===== src/rtl/commit_store_arbiter_pkg.sv =====
// Shared types for the commit-store arbiter slice.
//   commit_store_t : one committed store (address, data, byte strobes)
//   arb_state_e    : memory-port FSM states
package commit_store_arbiter_pkg;

  localparam int unsigned ADDR_WIDTH       = 32;
  localparam int unsigned DATA_WIDTH       = 32;
  localparam int unsigned STRB_WIDTH       = DATA_WIDTH / 8;
  localparam int unsigned STORE_ID_WIDTH   = 4;
  localparam int unsigned LD_TAG_WIDTH     = 6;
  localparam int unsigned DEF_FIFO_DEPTH   = 8;
  localparam int unsigned DEF_STARVE_LIMIT = 4;

  typedef struct packed {
    logic [ADDR_WIDTH-1:0] addr;
    logic [DATA_WIDTH-1:0] data;
    logic [STRB_WIDTH-1:0] strb;
  } commit_store_t;

  typedef enum logic [1:0] {
    IDLE    = 2'd0,
    ST_WAIT = 2'd1,
    LD_WAIT = 2'd2
  } arb_state_e;

  // Word address used for the store-to-load conflict check.
  function automatic logic [ADDR_WIDTH-3:0] word_of(input logic [ADDR_WIDTH-1:0] a);
    return a[ADDR_WIDTH-1:2];
  endfunction

endpackage


===== src/rtl/commit_store_arbiter_if.sv =====
// Data-memory port bundle.
//   master : arbiter side (drives mem_req_*, receives ready/response)
//   slave  : memory side
interface commit_store_arbiter_if;
  import commit_store_arbiter_pkg::*;

  logic                  mem_req_valid;
  logic                  mem_req_we;
  logic [ADDR_WIDTH-1:0] mem_req_addr;
  logic [DATA_WIDTH-1:0] mem_req_wdata;
  logic [STRB_WIDTH-1:0] mem_req_wstrb;
  logic                  mem_req_ready;
  logic                  mem_resp_valid;
  logic [DATA_WIDTH-1:0] mem_resp_rdata;

  modport master (
    output mem_req_valid, mem_req_we, mem_req_addr, mem_req_wdata, mem_req_wstrb,
    input  mem_req_ready, mem_resp_valid, mem_resp_rdata
  );

  modport slave (
    input  mem_req_valid, mem_req_we, mem_req_addr, mem_req_wdata, mem_req_wstrb,
    output mem_req_ready, mem_resp_valid, mem_resp_rdata
  );

endinterface


===== src/rtl/commit_store_arbiter_fifo.sv =====
// Committed-store FIFO with a parallel word-address match over valid entries.
//   push_i/push_entry_i : enqueue (dropped when full)
//   pop_i               : dequeue head (ignored when empty)
//   match_word_i        : word address compared against every valid entry
//   head_o, full_o, empty_o, match_o
module commit_store_fifo
  import commit_store_arbiter_pkg::*;
#(
  parameter int unsigned DEPTH = DEF_FIFO_DEPTH
) (
  input  logic                  clk,
  input  logic                  rst,
  input  logic                  push_i,
  input  commit_store_t         push_entry_i,
  input  logic                  pop_i,
  input  logic [ADDR_WIDTH-3:0] match_word_i,
  output commit_store_t         head_o,
  output logic                  full_o,
  output logic                  empty_o,
  output logic                  match_o
);

  localparam int unsigned PTR_W = $clog2(DEPTH);
  localparam int unsigned CNT_W = PTR_W + 1;

  commit_store_t    mem_q [DEPTH];
  logic [DEPTH-1:0] valid_q;
  logic [PTR_W-1:0] wr_ptr_q, rd_ptr_q;
  logic [CNT_W-1:0] count_q;
  logic             push_ok, pop_ok;

  assign full_o  = (count_q == CNT_W'(DEPTH));
  assign empty_o = (count_q == '0);
  assign push_ok = push_i && !full_o;
  assign pop_ok  = pop_i && !empty_o;
  assign head_o  = mem_q[rd_ptr_q];

  always_ff @(posedge clk or posedge rst) begin
    if (rst) begin
      wr_ptr_q <= '0;
      rd_ptr_q <= '0;
      count_q  <= '0;
      valid_q  <= '0;
    end else begin
      if (push_ok) begin
        wr_ptr_q          <= wr_ptr_q + PTR_W'(1);
        valid_q[wr_ptr_q] <= 1'b1;
      end
      if (pop_ok) begin
        rd_ptr_q          <= rd_ptr_q + PTR_W'(1);
        valid_q[rd_ptr_q] <= 1'b0;
      end
      if (push_ok && !pop_ok)      count_q <= count_q + CNT_W'(1);
      else if (pop_ok && !push_ok) count_q <= count_q - CNT_W'(1);
    end
  end

  // Payload needs no reset; valid_q qualifies every use of it.
  always_ff @(posedge clk) begin
    if (push_ok) mem_q[wr_ptr_q] <= push_entry_i;
  end

  always_comb begin
    match_o = 1'b0;
    for (int unsigned i = 0; i < DEPTH; i++) begin
      if (valid_q[i] && (word_of(mem_q[i].addr) == match_word_i)) match_o = 1'b1;
    end
  end

endmodule


===== src/rtl/commit_store_arbiter.sv =====
// Arbitrates the data-memory port between speculative loads and committed
// stores drained from a FIFO filled by the retire stage.
//   retire_store_* / sq_rd_* : store commit and store-queue read
//   ld_req_* / ld_resp_*     : load unit request/response
//   mem                      : data-memory port (one outstanding transaction)
//   store_fifo_full, stores_drained : status
module commit_store_arbiter
  import commit_store_arbiter_pkg::*;
#(
  parameter int unsigned FIFO_DEPTH   = DEF_FIFO_DEPTH,
  parameter int unsigned STARVE_LIMIT = DEF_STARVE_LIMIT
) (
  input  logic                      clk,
  input  logic                      rst,
  input  logic                      flush,
  input  logic                      retire_store_valid,
  input  logic [STORE_ID_WIDTH-1:0] retire_store_id,
  output logic [STORE_ID_WIDTH-1:0] sq_rd_id,
  input  logic [ADDR_WIDTH-1:0]     sq_rd_addr,
  input  logic [DATA_WIDTH-1:0]     sq_rd_data,
  input  logic [STRB_WIDTH-1:0]     sq_rd_strb,
  output logic                      store_fifo_full,
  output logic                      stores_drained,
  input  logic                      ld_req_valid,
  input  logic [ADDR_WIDTH-1:0]     ld_req_addr,
  input  logic [LD_TAG_WIDTH-1:0]   ld_req_tag,
  output logic                      ld_req_ready,
  output logic                      ld_resp_valid,
  output logic [DATA_WIDTH-1:0]     ld_resp_data,
  output logic [LD_TAG_WIDTH-1:0]   ld_resp_tag,
  commit_store_arbiter_if.master    mem
);

  localparam int unsigned          SC_W    = $clog2(STARVE_LIMIT + 1);
  localparam logic [SC_W-1:0]      LIMIT_C = SC_W'(STARVE_LIMIT);

  arb_state_e              state_q, state_d;
  logic [SC_W-1:0]         starve_q, starve_d;
  logic [LD_TAG_WIDTH-1:0] tag_q, tag_d;
  logic                    killed_q, killed_d;

  commit_store_t head;
  logic          fifo_full, fifo_empty, conflict;
  logic          grant_st, grant_ld, fire, resp_ld;

  commit_store_fifo #(.DEPTH(FIFO_DEPTH)) u_fifo (
    .clk          (clk),
    .rst          (rst),
    .push_i       (retire_store_valid),
    .push_entry_i ('{addr: sq_rd_addr, data: sq_rd_data, strb: sq_rd_strb}),
    .pop_i        (fire && grant_st),
    .match_word_i (word_of(ld_req_addr)),
    .head_o       (head),
    .full_o       (fifo_full),
    .empty_o      (fifo_empty),
    .match_o      (conflict)
  );

  assign sq_rd_id        = retire_store_id;
  assign store_fifo_full = fifo_full;
  assign stores_drained  = fifo_empty && (state_q != ST_WAIT);

  always_comb begin
    grant_st = 1'b0;
    grant_ld = 1'b0;
    if (state_q == IDLE) begin
      if (!fifo_empty && (!ld_req_valid || fifo_full || starve_q == LIMIT_C || conflict))
        grant_st = 1'b1;
      else if (ld_req_valid && !flush)
        grant_ld = 1'b1;
    end
  end

  assign fire              = (grant_st || grant_ld) && mem.mem_req_ready;
  assign ld_req_ready      = grant_ld && mem.mem_req_ready;
  assign mem.mem_req_valid = grant_st || grant_ld;
  assign mem.mem_req_we    = grant_st;
  assign mem.mem_req_addr  = grant_st ? head.addr : (grant_ld ? ld_req_addr : '0);
  assign mem.mem_req_wdata = grant_st ? head.data : '0;
  assign mem.mem_req_wstrb = grant_st ? head.strb : '0;

  // A flush coinciding with the response also kills it.
  assign resp_ld       = (state_q == LD_WAIT) && mem.mem_resp_valid;
  assign ld_resp_valid = resp_ld && !killed_q && !flush;
  assign ld_resp_data  = resp_ld ? mem.mem_resp_rdata : '0;
  assign ld_resp_tag   = tag_q;

  always_comb begin
    state_d  = state_q;
    tag_d    = tag_q;
    killed_d = killed_q;
    starve_d = starve_q;
    unique case (state_q)
      IDLE: begin
        if (fire) begin
          if (grant_st) begin
            state_d = ST_WAIT;
          end else begin
            state_d  = LD_WAIT;
            tag_d    = ld_req_tag;
            killed_d = 1'b0;
          end
        end
      end
      ST_WAIT: if (mem.mem_resp_valid) state_d = IDLE;
      LD_WAIT: begin
        if (flush) killed_d = 1'b1;
        if (mem.mem_resp_valid) state_d = IDLE;
      end
      default: state_d = IDLE;
    endcase
    if ((fire && grant_st) || fifo_empty) starve_d = '0;
    else if (fire && grant_ld && starve_q != LIMIT_C) starve_d = starve_q + SC_W'(1);
  end

  always_ff @(posedge clk or posedge rst) begin
    if (rst) begin
      state_q  <= IDLE;
      starve_q <= '0;
      tag_q    <= '0;
      killed_q <= 1'b0;
    end else begin
      state_q  <= state_d;
      starve_q <= starve_d;
      tag_q    <= tag_d;
      killed_q <= killed_d;
    end
  end

endmodule


===== src/flat_wrapper.sv =====
// flat-port wrapper written by rule: the top's interface ports become plain ports
module commit_store_arbiter_flat import commit_store_arbiter_pkg::*;
#(
  parameter int unsigned FIFO_DEPTH   = DEF_FIFO_DEPTH,
  parameter int unsigned STARVE_LIMIT = DEF_STARVE_LIMIT
)
  (clk, rst, flush, retire_store_valid, retire_store_id, sq_rd_id, sq_rd_addr, sq_rd_data, sq_rd_strb, store_fifo_full, stores_drained, ld_req_valid, ld_req_addr, ld_req_tag, ld_req_ready, ld_resp_valid, ld_resp_data, ld_resp_tag, mem_mem_req_valid, mem_mem_req_we, mem_mem_req_addr, mem_mem_req_wdata, mem_mem_req_wstrb, mem_mem_req_ready, mem_mem_resp_valid, mem_mem_resp_rdata);
  commit_store_arbiter_if mem_i ();
  input  logic clk;
  input  logic rst;
  input  logic flush;
  input  logic retire_store_valid;
  input  logic [STORE_ID_WIDTH-1:0] retire_store_id;
  output logic [STORE_ID_WIDTH-1:0] sq_rd_id;
  input  logic [ADDR_WIDTH-1:0] sq_rd_addr;
  input  logic [DATA_WIDTH-1:0] sq_rd_data;
  input  logic [STRB_WIDTH-1:0] sq_rd_strb;
  output logic store_fifo_full;
  output logic stores_drained;
  input  logic ld_req_valid;
  input  logic [ADDR_WIDTH-1:0] ld_req_addr;
  input  logic [LD_TAG_WIDTH-1:0] ld_req_tag;
  output logic ld_req_ready;
  output logic ld_resp_valid;
  output logic [DATA_WIDTH-1:0] ld_resp_data;
  output logic [LD_TAG_WIDTH-1:0] ld_resp_tag;
  output wire logic [$bits(mem_i.mem_req_valid)-1:0] mem_mem_req_valid;
  output wire logic [$bits(mem_i.mem_req_we)-1:0] mem_mem_req_we;
  output wire logic [$bits(mem_i.mem_req_addr)-1:0] mem_mem_req_addr;
  output wire logic [$bits(mem_i.mem_req_wdata)-1:0] mem_mem_req_wdata;
  output wire logic [$bits(mem_i.mem_req_wstrb)-1:0] mem_mem_req_wstrb;
  input wire logic [$bits(mem_i.mem_req_ready)-1:0] mem_mem_req_ready;
  input wire logic [$bits(mem_i.mem_resp_valid)-1:0] mem_mem_resp_valid;
  input wire logic [$bits(mem_i.mem_resp_rdata)-1:0] mem_mem_resp_rdata;
  assign mem_mem_req_valid = mem_i.mem_req_valid;
  assign mem_mem_req_we = mem_i.mem_req_we;
  assign mem_mem_req_addr = mem_i.mem_req_addr;
  assign mem_mem_req_wdata = mem_i.mem_req_wdata;
  assign mem_mem_req_wstrb = mem_i.mem_req_wstrb;
  assign mem_i.mem_req_ready = mem_mem_req_ready;
  assign mem_i.mem_resp_valid = mem_mem_resp_valid;
  assign mem_i.mem_resp_rdata = mem_mem_resp_rdata;
  commit_store_arbiter #(.FIFO_DEPTH(FIFO_DEPTH), .STARVE_LIMIT(STARVE_LIMIT)) u_core (.clk(clk), .rst(rst), .flush(flush), .retire_store_valid(retire_store_valid), .retire_store_id(retire_store_id), .sq_rd_id(sq_rd_id), .sq_rd_addr(sq_rd_addr), .sq_rd_data(sq_rd_data), .sq_rd_strb(sq_rd_strb), .store_fifo_full(store_fifo_full), .stores_drained(stores_drained), .ld_req_valid(ld_req_valid), .ld_req_addr(ld_req_addr), .ld_req_tag(ld_req_tag), .ld_req_ready(ld_req_ready), .ld_resp_valid(ld_resp_valid), .ld_resp_data(ld_resp_data), .ld_resp_tag(ld_resp_tag), .mem(mem_i));
endmodule

===== config.mk =====
export PLATFORM = sky130hd
export DESIGN_NAME = commit_store_arbiter_flat
export DESIGN_NICKNAME = d
export VERILOG_FILES = /design/src/rtl/commit_store_arbiter_pkg.sv /design/src/rtl/commit_store_arbiter_if.sv /design/src/rtl/commit_store_arbiter_fifo.sv /design/src/rtl/commit_store_arbiter.sv /design/src/flat_wrapper.sv
export SDC_FILE = /design/constraint.sdc
export NUM_CORES = 1
export LEC_CHECK = 0
export ABC_AREA = 1
export CAP_MARGIN = 20
export CORE_ASPECT_RATIO = 1.5
export CORE_MARGIN = 1.5
export CORE_UTILIZATION = 55
export CTS_BUF_LIST = sky130_fd_sc_hd__clkbuf_8
export DETAILED_ROUTE_END_ITERATION = 16
export MAX_ROUTING_LAYER = met4
export PLACE_DENSITY = 0.75
export SYNTH_ARGS = -nofsm -noshare
export SYNTH_HDL_FRONTEND = slang
export SYNTH_SLANG_ARGS = --single-unit

===== constraint.sdc =====
create_clock -name clk -period 5.05 [get_ports clk]
set_input_delay 0.505 -clock clk [delete_from_list [all_inputs] [get_ports clk]]
set_output_delay 0.505 -clock clk [all_outputs]
set_load 0.005 [all_outputs]

; ---- Yosys cells after proc, flatten, opt, wreduce, memory -nomap -nowiden
; Memory sizes are Yosys's and may differ from the RTL's.
; Index checks and enable logic that the tools add are counted.
[totals]
input_bits = 149
ramBits = 544
word_cells = 124
output_inout_bits = 116
n_memories = 1
regBits = 30
[mem_list]
columns = memory, depth, word_bits, rd, rd_clocked_by_memory_dff, write_ports, line_no
row1 = u_core.u_fifo.mem_q, 8, 68, 9, 0, 1, commit_store_arbiter_fifo.sv:26  ; commit_store_t mem_q [DEPTH];
[op_classes]
add_sub_neg = 5
n_bitwise = 4
n_reduce_logical = 46
n_eq_ne = 18
n_lt_le_gt_ge = 4
n_mux = 38
[ops]
columns = op, count
row1 = == test 30 bit, 8
row2 = 2-to-1 mux 32 bit, 4
row3 = logical AND 1 bit, 25
row4 = 2-to-1 mux 1 bit, 20
row5 = 2-to-1 mux 8 bit, 2
row6 = 2-to-1 mux 4 bit, 3
row7 = adder 3 x 1 -> 3 bit (second input constant), 3
row8 = AND 8 bit, 1
row9 = < comparator 3 x 4 -> 1 bit (second input constant), 2
row10 = NOT 8 bit, 1
row11 = bitwise OR 8 bit, 1
row12 = logical NOT 1 bit, 7
row13 = demux 1 bit (select 3 bit), 2
row14 = greater-or-equal comparator 3 x 1 -> 1 bit (second input constant), 2
row15 = 2-to-1 mux 2 bit, 3
row16 = 2-to-1 mux 3 bit, 2
row17 = inequality test 2 x 1 -> 1 bit (second input constant), 3
row18 = nonzero test 2 bit, 3
row19 = logical OR 1 bit, 5
row20 = adder 4 x 1 -> 4 bit (second input constant), 1
row21 = == test 4 bit (second input constant), 1
row22 = logical NOT 4 bit, 1
row23 = inequality test 2 bit (second input constant), 2
row24 = case mux 2 bit (2 select lines), 1
row25 = other kinds (12), 12

; ---- Longest topological paths before layout
; Gate-level depths: netlist (run 1).
[depth]
ltp_word = 21
ltp_mapped = 25
mapped_depth_nobuf = 24

; ---- Modules after synthesis
; From an unflattened synthesis (run 1), not the netlist that was laid out.
[hier_totals]
cells_unflattened = 2726
area_unflattened_um2 = 27523.9
[by_module_without_submodules]
columns = mod, seq_area_each_um2, area_each_um2, cells_each, instances
row1 = commit_store_fifo, 16786.1, 25570.8, 2379, 1
row2 = commit_store_arbiter, 300.3, 1953.1, 347, 1

; ---- Worst setup path after synthesis (run 1)
; No wires, ideal clock.
[synth_path]
path_type = register to register
from = register u_core.u_fifo.count_q[0]
to = memory u_core.u_fifo.mem_q[0][0] (netlist bit) (enable)
arrival_ns = 3.904
setup_ns = 0.496
required_time_ns = 4.554
path_stages_with_launch = 8
period_less_slack_ns = 4.400
n_path_buf = 0
path_slack_ns = 0.650
cell_sequence = dfrtp_1 -> nor2_1 -> inv_1 -> nor3_1 -> inv_1 -> nand2_1 -> or2_2 -> nor2_1
[synth_between]
elab_chain_len = 5
[synth_lines]
columns = element, line_no
row1 = start: declaration, commit_store_arbiter_fifo.sv:29  ; logic [CNT_W-1:0] count_q;
row2 = start signal: assignment, commit_store_arbiter_fifo.sv:53  ; if (push_ok && !pop_ok) count_q <= count_q + CNT_W'(1);
row3 = start signal: assignment, commit_store_arbiter_fifo.sv:54  ; else if (pop_ok && !push_ok) count_q <= count_q - CNT_W'(1);
row4 = == test 4 bit, commit_store_arbiter_fifo.sv:32  ; assign full_o = (count_q == CNT_W'(DEPTH));
row5 = via store_fifo_full, flat_wrapper.sv:18  ; output logic store_fifo_full;
row6 = logical NOT 1 bit, commit_store_arbiter_fifo.sv:34  ; assign push_ok = push_i && !full_o;
row7 = logical AND 1 bit, commit_store_arbiter_fifo.sv:34
row8 = 2-to-1 mux 1 bit, commit_store_arbiter_fifo.sv:60  ; if (push_ok) mem_q[wr_ptr_q] <= push_entry_i;
row9 = 2-to-1 mux 1 bit (implied by the code), commit_store_arbiter_fifo.sv:60
row10 = end: declaration, commit_store_arbiter_fifo.sv:26
; The timed path passes the listed nets, and every way through them passes these cells.

; ---- Worst setup path after layout (run 1)
[layout_path]
from = input port ld_req_addr[31]
to = output port mem_mem_req_addr[8]
[layout_between]
elab_chain_len = 16
elab_cells_between_ends = 32
cone_classes = eq/ne: 8 / mux: 14 / reduce/logical: 10
[layout_lines]
columns = element, line_no
row1 = start: declaration, flat_wrapper.sv:21  ; input logic [ADDR_WIDTH-1:0] ld_req_addr;
row2 = == test 30 bit, commit_store_arbiter_fifo.sv:66  ; if (valid_q[i] && (word_of(mem_q[i].addr) == match_word_i)) match_o = 1'b1;
row3 = logical AND 1 bit, commit_store_arbiter_fifo.sv:66
row4 = 2-to-1 mux 1 bit (7 in series), commit_store_arbiter_fifo.sv:66
row5 = 2-to-1 mux 1 bit *, commit_store_arbiter_fifo.sv:66
row6 = logical OR 1 bit *, commit_store_arbiter.sv:67  ; if (!fifo_empty && (!ld_req_valid || fifo_full || starve_q == LIMIT_C || conflict))
row7 = logical AND 1 bit *, commit_store_arbiter.sv:67
row8 = 2-to-1 mux 1 bit, commit_store_arbiter.sv:67
row9 = 2-to-1 mux 1 bit, commit_store_arbiter.sv:66  ; if (state_q == IDLE) begin
row10 = 2-to-1 mux 32 bit, commit_store_arbiter.sv:78  ; assign mem.mem_req_addr = grant_st ? head.addr : (grant_ld ? ld_req_addr : '0);
row11 = 2-to-1 mux 32 bit *, commit_store_arbiter.sv:78
row12 = end: declaration, flat_wrapper.sv:29  ; output wire logic [$bits(mem_i.mem_req_addr)-1:0] mem_mem_req_addr;
; Every way passes the cells marked *; elsewhere a longest branch is shown, timed or not.

==> summary.txt, run 1 <==
Synth
  • Commonest register cell after synthesis: edfxtp_1
  • Gate Count Post-Synth: approximately 2700
  • Register area share after synthesis: approximately 63%
  • Post-Syn Nets: 2893
  • Post-Syn Area: roughly 0.027 mm²
  • Synth warn: 0
  • Number of synthesized register bits: around 570
  • Number of synthesized flops with an enable pin: approximately 540
  • FFs w/ async S/R, synth: about 5.2%
  • Netlist cell types: 45
  • Mapped Avg Cell Area: ~10 µm²

Floorplanning
  • Chip Height: between 200 and 300 µm
  • Total die area: 0.05055 mm²
  • I/O pins: ~270
  • Die X: between 150 and 200 µm
  • Core area: approximately 0.049 mm²
  • Starting density of the core: a little under three fifths
  • # rows: 99

Setup path
  • Crit path to: mem_mem_req_addr[8]
  • CP Capture Type: output pin
  • Req. time, crit path: 4.55 ns
  • Startpoint types: input port
  • Crit path from: ld_req_addr[31]
  • FF-to-FF End: u_core.u_fifo.count_q[3]$_DFFE_PP0P_
  • Critical path data arrival time: 4.13 ns
  • R2R setup slack: approximately 1.4 ns
  • Worst reg2reg path depth: 21
  • FF-to-FF Start: u_core.u_fifo.mem_q[6][45]$_DFFE_PP_
  • Worst setup path class: input port to output pin
  • Worst-path fanout max: 17

STA
  • Worst Skew: between 0.02 and 0.025 ns
  • Slew headroom: about 35%
  • RSZ-0062 raised after global routing: false
  • Final worst slack: ~0.42 ns
  • Final period util: between 90% and 100%
  • Tightest Pin Transition: around 0.98 ns
  • Fmax: approximately 220 MHz
  • Endpoints failing setup: 0
  • Tmin final: ~4.6 ns
  • Fin. Hold Viols: 0
  • Max Slew Vio Count: 0
  • Setup TNS: 0 ns

GRT
  • Initial antenna violation count: 6
  • Gr usage total: 38.59%
  • Global route total overflow: 0
  • First-pass GRT wire length: around 130000 µm
  • Largest net degree at the start of global routing: about 160
  • Vias in the first global route: about 21000

Power and ir drop
  • Int Power: ~9.9 mW
  • Seq pwr share: between 40% and 50%
  • Lkg Pwr: between 10 and 15 nW
  • Cell Pwr Density: 499.5 mW/mm²
  • Comb pwr share: 36.4%
  • Net Sw Power: 6.157 mW
  • Maximum vdd drop: 0.4364 mV
  • Sw Ratio: between 30% and 40%
  • Part of the power in the clock network: between 20% and 30%

Placement
  • Gp weighted congestion: between 1 and 1.5
  • Placed insts: 3568
  • Dpl ws: between 0.4 and 0.5 ns
  • Detail Placement HPWL: roughly 64000 µm
  • Placed inst area: 0.03045 mm²
  • PortBufs: about 260

Route
  • Final antenna-violating net count: 0
  • Via Count: approximately 22000
  • Final WL: between 90000 and 100000 µm
  • Via density: about 5.8
  • Remaining DRCs: 0
  • Initial drt markers: 2074
  • Drt pass-1 iters: 7
  • Avg WL per Cell: ~25 µm

Clock network
  • Worst-skew pair later-pin latency: 0.69 ns
  • Post-CTS Resized: 0
  • CTS Root Cell: clkbuf_8
  • CTS Buf Count: 85
  • # H-tree levels: 3
  • Clock transition at path regs: 0.06 ns
  • Postcts setup bufs: 0
  • CTS tree: done
  • Clock Path Buffers: 3
  • CTS Hold Buffers Added: 0
  • Clock sinks: 574

Cells and area
  • Finished Layout Cells: approximately 3700
  • Synthesis-to-layout area growth: 18.72%
  • Post-route cell area: ~0.032 mm²
  • Nets: 3159
  • Most common cell after layout, fill and taps aside: nand2_1
  • Most frequent cells in the layout: nand2_1 (909), edfxtp_1 (544), inv_1 (307)
  • Layout cell share with drive strength beyond 1: 7.374%

Run status
  • Status: complete, no violations

Min path
  • Hold crit path type: input port to asynchronous set/reset pin

Job
  • Max_cap viols: 0
==> cells by family (layout without fill, tap and decap cells) <==
family,count (synthesis),in the layout,synth area share [%]
buf+inv,442,774,6.475
flops,574,574,63.16
fa+ha+maj,11,11,0.5365
xor+xnor,63,63,2.040
simple gates,1304,1304,19.32
compound gates,338,338,8.418
other cells,0,6,0
mux,1,1,0.04163
==> Yosys cell counts (29+ instances only) <==
library cell | count | area [µm²]
edfxtp_1 | 544 | 16340
buf_2 | 29 | 145.1
nand3_1 | 154 | 770.7
dfrtp_1 | 30 | 750.7
o21ai_0 | 142 | 710.7
clkbuf_1 | 91 | 341.6
nor2_1 | 194 | 728.2
o211ai_1 | 51 | 382.9
inv_1 | 293 | 1100
xnor2_1 | 47 | 411.6
nand2_1 | 909 | 3412
a21oi_1 | 41 | 205.2
nand4_1 | 29 | 181.4
==> layer usage <==
metal / global-route usage, % / wire, µm / vias up / part of all wire, %
li1: - / - / 9709 / -
met1: 42.67 / 33060 / 10310 / 35
met2: 62.74 / 46040 / 1208 / 49
met3: 6.434 / 7109 / 308 / 7.6
met4: 28.97 / 7448 / 0 / 8.0
met5: - / 0 / - / 0
==> metrics by stage <==
step | hold WS (ns) | power (mW) | util, %
2_1_floorplan | 0.4536 | 9.622 | -
3_3_place_gp | 0.4640 | 12.17 | 62.71
3_5_place_dp | 0.4663 | 12.28 | 62.71
4_1_cts | 0.1869 | 16.00 | 66.11
5_1_grt | 0.2488 | 16.70 | 66.14
6_report | 0.2262 | 16.04 | 66.14
==> power by group through the flow <==
stage | clock network, mW | registers, mW | logic [mW]
after floorplan | 0 | 6.39 | 3.23
after global placement | 0 | 6.50 | 5.67
after detailed placement | 0 | 6.53 | 5.76
after CTS | 3.78 | 6.44 | 5.79
after global routing | 3.95 | 6.50 | 6.25
final | 3.75 | 6.45 | 5.84
==> layout make-up <==
cell class,instances,area [µm²]
Clock inverter,66,451.7
Timing Repair Buffer,314,3085
Fill cell,3849,16440
Tap cell,656,820.8
Clock buffer,87,1197
Antenna cell,6,15.01
Sequential cell,574,17090
Inverter,307,1159
Multi-Input combinational cell,1717,8295
==> worst max-delay path, cell delays in order <==
cell,delay (ns)
clkdlybuf4s50_1,0.60
inv_2,0.25
o21ai_0,0.15
buf_4,0.18
nor2_1,0.23
nand2_1,0.10
nor2_1,0.18
nand2_1,0.10
nor2_1,0.13
nor2_1,0.06
nand3_2,0.14
nand2_4,0.10
nor2_8,0.13
buf_4,0.31
o31ai_1,0.13
o21ai_0,0.13
buf_4,0.18
clkdlybuf4s50_1,0.50
==> registers in the layout, summed over array words and instances (netlist names) <==
register                flops
u_core.killed_q             1
u_core.state_q              2
u_core.u_fifo.wr_ptr_q      3
u_core.u_fifo.valid_q       8
u_core.u_fifo.mem_q       544
u_core.u_fifo.rd_ptr_q      3
u_core.ld_resp_tag          6
u_core.u_fifo.count_q       4
u_core.starve_q             3
==> worst min path at each step <==
stage                                 startpoint                            endpoint  slack [ns]
2_1_floorplan        u_core.killed_q$_DFFE_PP0P_         u_core.killed_q$_DFFE_PP0P_        0.45
3_3_place_gp   u_core.ld_resp_tag[2]$_DFFE_PP0P_   u_core.ld_resp_tag[2]$_DFFE_PP0P_        0.46
3_5_place_dp   u_core.ld_resp_tag[3]$_DFFE_PP0P_   u_core.ld_resp_tag[3]$_DFFE_PP0P_        0.47
4_1_cts                                      rst  u_core.u_fifo.valid_q[1]$_DFF_PP0_        0.19
5_1_grt                                      rst  u_core.u_fifo.valid_q[1]$_DFF_PP0_        0.25
6_report                                     rst   u_core.ld_resp_tag[5]$_DFFE_PP0P_        0.23
Power figures use the tool's default switching activity.
==> run 2, diff against run 1 <==
- CAP_MARGIN: 20 -> default
- CTS_CLUSTER_SIZE: default -> 14
==> run 2 against run 1 <==
  * Worst setup slack improved by 0.014 ns
  * Via count shrank 0.19%
  * Clock skew is 0.0084 ns higher
  * Critical path depth is the same
  * Combinational power barely moved
  * Fmax up 0.30%
  * Routed wire length barely moved
  * Sequential share of layout area hardly changed
  * Clock power hardly changed
  * Largest power group unchanged
==> summary.txt, run 2 (synthesis results as in run 1) <==
Route
  • Via density: 5.766 (-0.21%)
  • Remaining DRCs: 0 (unchanged)
  • Final WL: 93570 µm (about the same)
  • Avg WL per Cell: 25.10 µm (-0.12%)
  • Final antenna-violating net count: 0 (unchanged)
  • Via Count: 21500 (-0.19%)
  • Initial drt markers: 2026 (-2.3%)
  • Drt pass-1 iters: 9 (+2)

Cells and area
  • Synthesis-to-layout area growth: 18.73% (about the same)
  • Register area: 0.01709 mm² (unchanged)
  • Number of flip-flops in the largest register: 544 (unchanged)
  • Layout cell share with drive strength beyond 1: 7.339% (-0.035 points)
  • Most common cell after layout, fill and taps aside: nand2_1
  • Fillers: 3849 (unchanged)
  • Most frequent cells in the layout: nand2_1 (909), edfxtp_1 (544), inv_1 (308)
  • Post-route cell area: 0.03212 mm² (about the same)
  • Biggest register: u_core.u_fifo.mem_q
  • Util after Layout: 66.14% (about the same)
  • Nets: 3159 (unchanged)
  • Area of the multi-input gates: 0.008295 mm² (unchanged)

Setup path
  • R2R setup slack: 1.38 ns (+0.02 ns)
  • Worst setup path class: input port to output pin
  • Worst reg2reg path depth: 21 (unchanged)
  • Req. time, crit path: 4.55 ns (about the same)
  • Startpoint types: input port
  • Critical Path, Cell by Cell: clkdlybuf4s50_1 -> inv_1 -> nand2_1 -> nand4_1 -> nor2_1 -> nand2_1 -> nor2_1 -> nand2_1 -> nand2_1 -> nor2_1 -> nand3_2 -> nand2_4 -> nor2_8 -> buf_4 -> o31ai_1 -> o21ai_0 -> buf_4 -> clkdlybuf4s50_1
  • FF-to-FF End: u_core.u_fifo.count_q[3]$_DFFE_PP0P_
  • FF-to-FF Start: u_core.u_fifo.mem_q[6][45]$_DFFE_PP_
  • Worst-path fanout max: 17 (unchanged)
  • CP Capture Type: output pin
  • Critical path's most frequent cell: nand2_1
  • Critical path data arrival time: 4.12 ns (about the same)
  • Slowest cell delay on critical path: 0.74 ns (+0.14 ns)
  • Slowest-stage cell, CP: clkdlybuf4s50_1

GRT
  • Initial antenna violation count: 6 (unchanged)
  • Global route total overflow: 0 (unchanged)
  • Largest net degree at the start of global routing: 161 (unchanged)
  • Vias in the first global route: 20980 (+0.15%)
  • First-pass GRT wire length: 134800 µm (about the same)
  • Gr usage total: 38.60% (about the same)

Run status
  • Status: complete, no violations

Power and ir drop
  • Cell Pwr Density: 499.1 mW/mm² (about the same)
  • Lkg Pwr: 12.63 nW (about the same)
  • Pwr Total: 16.03 mW (about the same)
  • Maximum vdd drop: 0.4330 mV (-0.77%)

Floorplanning
  • Total die area: 0.05055 mm² (unchanged)
  • Core area: 0.04856 mm² (unchanged)
  • Starting density of the core: 55.71% (unchanged)
  • I/O pins: 265 (unchanged)
  • Chip Height: 274.6 µm (unchanged)
  • Die X: 184.1 µm (unchanged)
  • # rows: 99 (unchanged)

STA
  • RSZ-0062 raised after global routing: false
  • Tightest Pin Transition: 0.9834 ns (+0.005373 ns)
  • Endpoints failing setup: 0 (unchanged)
  • Worst Skew: 0.03028 ns (+0.008385 ns)
  • Final period util: 91.50% (-0.28 points)
  • Slew headroom: 34.28% (-0.36 points)
  • Fin. Hold Viols: 0 (unchanged)
  • Setup TNS: 0 ns (unchanged)
  • Tmin final: 4.621 ns (-0.01399 ns)
  • Max Slew Vio Count: 0 (unchanged)
  • Fmax: 216.4 MHz (+0.30%)
  • Final worst slack: 0.4292 ns (+0.01399 ns)

Clock network
  • Clock sinks: 574 (unchanged)
  • CTS Root Cell: clkbuf_8
  • Clock transition at path regs: 0.06 ns (about the same)
  • CTS tree: done
  • Post-CTS Resized: 0 (unchanged)
  • CTS Buf Count: 85 (unchanged)
  • Postcts setup bufs: 0 (unchanged)
  • CTS Hold Buffers Added: 0 (unchanged)
  • Worst-skew pair later-pin latency: 0.69 ns (about the same)
  • Clock Path Buffers: 3 (unchanged)
  • # H-tree levels: 3 (unchanged)

Placement
  • PortBufs: 256 (unchanged)
  • Placed inst area: 0.03045 mm² (unchanged)
  • Detail Placement HPWL: 64280 µm (unchanged)
  • Dpl ws: 0.4526 ns (unchanged)
  • Gp weighted congestion: 1.105 (unchanged)

Min path
  • Hold crit path type: input port to asynchronous set/reset pin

Job
  • Max_cap viols: 0 (unchanged)
[run 2: worst max-delay path: cells and delay by family]
kind | cells | cell delay, ns
and+or+nand+nor | 11 | 1.38
buffers and inverters | 5 | 1.95
AOI/OAI and AO/OA | 2 | 0.26
[run 2: power by group]
part / leakage, nW / internal [mW] / switching [mW]
Combinational: 6.43 / 1.97 / 3.86
Sequential: 5.29 / 6.03 / 0.423
Clock: 0.901 / 1.88 / 1.86
[run 2: routing by layer]
| layer | vias to the layer above | wire [µm] | global-route usage (%) |
|---|---|---|---|
| met2 | 1119 | 46040 | 62.72 |
| met1 | 10370 | 33300 | 42.75 |
| met4 | 0 | 7444 | 28.90 |
| li1 | 9713 | - | - |
| met5 | - | 0 | - |
| met3 | 294 | 6785 | 6.460 |
[run 2: worst max-delay path by stage]
stage                                               startpoint                                   to  slack, ns  cells after the start
after floorplan           u_core.u_fifo.count_q[0]$_DFFE_PP0P_  u_core.u_fifo.mem_q[0][0]$_DFFE_PP_       0.65                      7
after global placement                         ld_req_addr[24]                 mem_mem_req_wstrb[0]       0.49                     17
after detailed placement                       ld_req_addr[10]                mem_mem_req_wdata[26]       0.45                     16
after CTS                                      ld_req_addr[10]                mem_mem_req_wdata[26]       0.45                     16
after global routing                           ld_req_addr[24]                  mem_mem_req_addr[8]       0.26                     18
final                                          ld_req_addr[24]                  mem_mem_req_addr[8]       0.43                     18
[run 2: area by class of cell]
type                            count  area share (%)
Sequential cell                   574           53.21
Multi-Input combinational cell   1717           25.83
Timing Repair Buffer              314           9.607
Clock buffer                       87           3.728
Inverter                          307           3.607
Tap cell                          656           2.556
Clock inverter                     67           1.414
Antenna cell                        6         0.04675
[run 2: through the flow]
step,hold slack (ns),cells
CTS,0.1869,3722
finish,0.2163,3728
detailed placement,0.4663,3568
floorplan,0.4536,2733
global placement,0.4640,3568
global route,0.2488,3728
==> patch 1 (config.mk and constraints of run 1) <==
Re-encode `arb_state_e` (3 states) as one-hot, 3 bits wide.
--- a/src/rtl/commit_store_arbiter_pkg.sv
+++ b/src/rtl/commit_store_arbiter_pkg.sv
@@ -18,8 +18,8 @@
   } commit_store_t;
 
-  typedef enum logic [1:0] {
-    IDLE    = 2'd0,
-    ST_WAIT = 2'd1,
-    LD_WAIT = 2'd2
+  typedef enum logic [2:0] {
+    IDLE    = 3'b001,
+    ST_WAIT = 3'b010,
+    LD_WAIT = 3'b100
   } arb_state_e;
 
Function: no difference found for any inputs over 4 cycles, from zero or initial values and one cycle with rst high; so few cycles prove little.
==> patch 1 against run 1 <==
Sequential cell count up 1. Clock skew increased by 18 ps. Routed wire length grew 1.5%. Core utilization grew 0.089 points. Synthesized area increased by 0.22%. First-iteration DRC count is 2.7% higher. Maximum frequency fell by 3.1%. Setup slack worse by 150 ps. Cell area is 0.39% higher. Total power shrank 1.2%. Critical path depth up 2. Critical path type unchanged. Largest power group unchanged. Highest routed layer unchanged.
==> patch 1: results <==
metrics = {
    "sta": {
        "drv_slew": 0,
        "setup_slack_ps": 267,
        "finalSetupViolCount": 0,
        "finClkSkew_ps": 40.2,
        "hold_slack_ps": 236,
        "tightest_slew_ps": 1070,
    },
    "critical_path": {
        "startpoint": "ld_req_addr[20]",
        "crit_fanout": 19,
        "rrSetupSlack_ps": 1050,
        "max_stage_delay_ps": 680,
        "r2r_start": "u_core.u_fifo.mem_q[0][63]",
        "cpMaxStageDelayCell": "clkdlybuf4s50_1",
        "arrival_ps": 4280,
        "rr_endpoint": "u_core.u_fifo.count_q[3]",
        "rr_worst_depth": 25,
    },
    "place": {
        "numPortBuffers": 256,
        "gp_congestion": 1.08,
        "place_hpwl_mm": 65.7,
        "dp.cells": 3553,
        "place_area_mm2": 0.0305,
    },
    "drt": {
        "wl_per_cell_um": 25.6,
        "first_pass_iters": 6,
        "vias": 21600,
        "finalWirelength_mm": 95.0,
        "drtIter0Drc": 2131,
    },
    "global_routing": {
        "grt_max_degree": 167,
        "grt_pass1_wl_mm": 136,
        "grt_usage": 0.390,
        "antenna_found_initial": 6,
        "grt_pass1_vias": 21300,
    },
    "worst_hold_path": {
        "hp-class": "in -> async",
    },
    "logic_synthesis": {
        "ys.flop_type": "edfxtp_1",
        "syn_nets": 2867,
        "synth_common_cells": "nand2_1, edfxtp_1, inv_1",
        "yosysSeqAreaShare": 0.631,
        "synth_edf_count": 544,
        "yosys_warnings": 0,
        "synth_area_leaders": "edfxtp_1, nand2_1, inv_1",
        "synthArstFlopShare": 0.0539,
        "yosysUniqueCellTypes": 48,
        "syn_avg_cell_area_um2": 10.0,
    },
    "clocking": {
        "cts_resized": 0,
        "clock_path_buffers": 3,
        "cts_root_buf": "clkbuf_8",
        "cts_inserted_buffers": 86,
        "clkTransAtPathRegs_ps": 60,
        "ctsHtreeMaxLevel": 3,
        "post-cts-setup-buffer-count": 0,
        "clk_latency_ps": 700,
    },
    "run_status": {
        "outcome": "complete, no violations",
    },
    "finish": {
        "final_util": 0.662,
        "top_register": "u_core.u_fifo.mem_q",
        "fillCellCount": 3860,
        "layout-drive-gt1-share": 0.0814,
        "nNetsFinal": 3142,
    },
    "power": {
        "leakage_nw": 12.7,
        "vdd_drop_max_mv": 0.456,
    },
}
patch 1: cell count changes in the layout (fill, tap and decap cells not counted), sizes merged, moves of 9 or more:
cell	run 1	this run
o2111ai	20	11
o211ai	51	34
nand2	911	882
nand3	156	147
clkinv	41	24
a21oi	41	65
patch 1: logic make-up (layout without fill, tap and decap cells):
kind of cell | count (synthesis) | count (layout) | share of synthesized area
other cells | 0 | 6 | 0
compound gates | 352 | 352 | 0.0871
buf+inv | 427 | 765 | 0.0640
xor+xnor | 76 | 76 | 0.0246
simple gates | 1272 | 1272 | 0.189
fa+ha+maj | 8 | 8 | 0.00397
flops | 575 | 575 | 0.631
patch 1: how the worst max path moves through the flow:
stage / end / cells past startpoint
4_1_cts: mem_mem_req_addr[1] / 18
3_5_place_dp: mem_mem_req_wdata[5] / 18
6_report: mem_mem_req_addr[1] / 20
2_1_floorplan: u_core.u_fifo.mem_q[0][0] / 7
5_1_grt: mem_mem_req_addr[1] / 18
3_3_place_gp: mem_mem_req_wdata[5] / 18
patch 1: tightest hold or removal path, delay by kind of cell:
family,cells,cell delay [ps]
buffers and inverters,3,860
patch 1: cell type report:
class,instances,area share
Clock inverter,62,0.0137
Timing Repair Buffer,322,0.0980
Sequential cell,575,0.531
Tap cell,656,0.0255
Multi-Input combinational cell,1708,0.259
Antenna cell,6,0.000466
Clock buffer,89,0.0380
Inverter,292,0.0343
patch 1: per-layer routing:
metal / share of wire / vias to the layer above / GRT usage
met4: 0.076 / 0 / 0.268
met1: 0.35 / 10300 / 0.443
met2: 0.49 / 1267 / 0.633
li1: - / 9662 / -
met5: 0 / - / -
met3: 0.082 / 321 / 0.0630
patch 1: power by group:
group | total, mW | internal (mW) | switching, mW
Sequential | 6.44 | 6.04 | 0.408
Clock | 3.79 | 1.92 | 1.87
Combinational | 5.62 | 1.81 | 3.81
==> patch 2 (config.mk and constraints of run 1) <==
Without the edit above. Change the package constant `DATA_WIDTH` from 32 to 64.
--- a/src/rtl/commit_store_arbiter_pkg.sv
+++ b/src/rtl/commit_store_arbiter_pkg.sv
@@ -5,5 +5,5 @@
 
   localparam int unsigned ADDR_WIDTH       = 32;
-  localparam int unsigned DATA_WIDTH       = 32;
+  localparam int unsigned DATA_WIDTH       = 64;
   localparam int unsigned STRB_WIDTH       = DATA_WIDTH / 8;
   localparam int unsigned STORE_ID_WIDTH   = 4;
Interface: changed (6 resized); port bits go from 265 to 401. No check against the original RTL was run, so the function may have changed too.
==> patch 2 against run 1 <==
Via count is 32% higher. Synthesized area is 41% higher. Hold slack worse by 120 ps. Clock skew is 38 ps higher. Combinational power is 46% higher. Count of clock-buffer cells in the layout is 46 higher. Total power is 45% higher. Sequential cell count is 288 higher. Global-route usage is 2.8 points lower. Setup slack worse by 380 ps. Routed wire length is 31% higher. Core utilization is 0.33 points higher. Cell area is 43% higher. Largest power group unchanged.
==> patch 2: results <==
metrics = {
    "finish": {
        "layout-drive-gt1-share": 0.0885,
        "multi_input_area_mm2": 0.0107,
        "clkCellAreaFrac": 0.0503,
        "buffers": 479,
        "nNonClkInverters": 280,
        "seq_cells": 862,
        "buffer_area_frac": 0.105,
    },
    "drt": {
        "drt-met1-wl_mm": 42.7,
        "wl_per_cell_um": 25.1,
        "finalWirelength_mm": 123,
        "wl_met3_mm": 11.0,
        "vias": 28400,
    },
    "critical_path": {
        "max_stage_delay_ps": 730,
        "crit_fanout": 34,
        "rrSetupSlack_ps": 1030,
        "startpoint": "ld_req_addr[4]",
    },
    "place": {
        "dp.cells": 4671,
        "gp_congestion": 1.20,
    },
    "logic_synthesis": {
        "yosysSeqAreaShare": 0.673,
        "synth_common_cells": "nand2_1, edfxtp_1, nand3_1",
        "synthArstFlopShare": 0.0348,
    },
    "sta": {
        "hold_slack_ps": 107,
        "slew_headroom": 0.334,
    },
    "clocking": {
        "clk_latency_ps": 830,
        "ctsHtreeMaxLevel": 4,
    },
    "run_status": {
        "outcome": "complete, no violations",
    },
    "floorplan": {
        "floorplan.rows": 118,
    },
    "power": {
        "leakage_nw": 17.1,
    },
}
==> patch 2: how the worst max path moves through the flow <==
stage / endpoint / slack (ps)
2_1_floorplan: u_core.u_fifo.mem_q[0][0] / -910
3_3_place_gp: mem_mem_req_wdata[63] / 80
3_5_place_dp: mem_mem_req_wdata[63] / 60
4_1_cts: mem_mem_req_wdata[63] / 50
5_1_grt: mem_mem_req_addr[2] / 5
6_report: mem_mem_req_addr[2] / 40
==> patch 2: cell families (layout without fill, tap and decap cells) <==
kind of cell	count (synthesis)	count (layout)	share of synthesized area
DFF	862	862	0.673
adders and majority gates	11	11	0.00380
AOI/OAI and AO/OA	384	384	0.0764
other	0	17	0
buffers and inverters	470	978	0.0491
and+or+nand+nor	1675	1675	0.179
muxes	1	1	0.000295
xor gates and xnor gates	79	79	0.0181
==> patch 2: routing by layer <==
layer,track usage,vias to the layer above
met4,0.253,0
met2,0.566,1583
met3,0.0930,398
met5,-,-
met1,0.393,13600
li1,-,12900
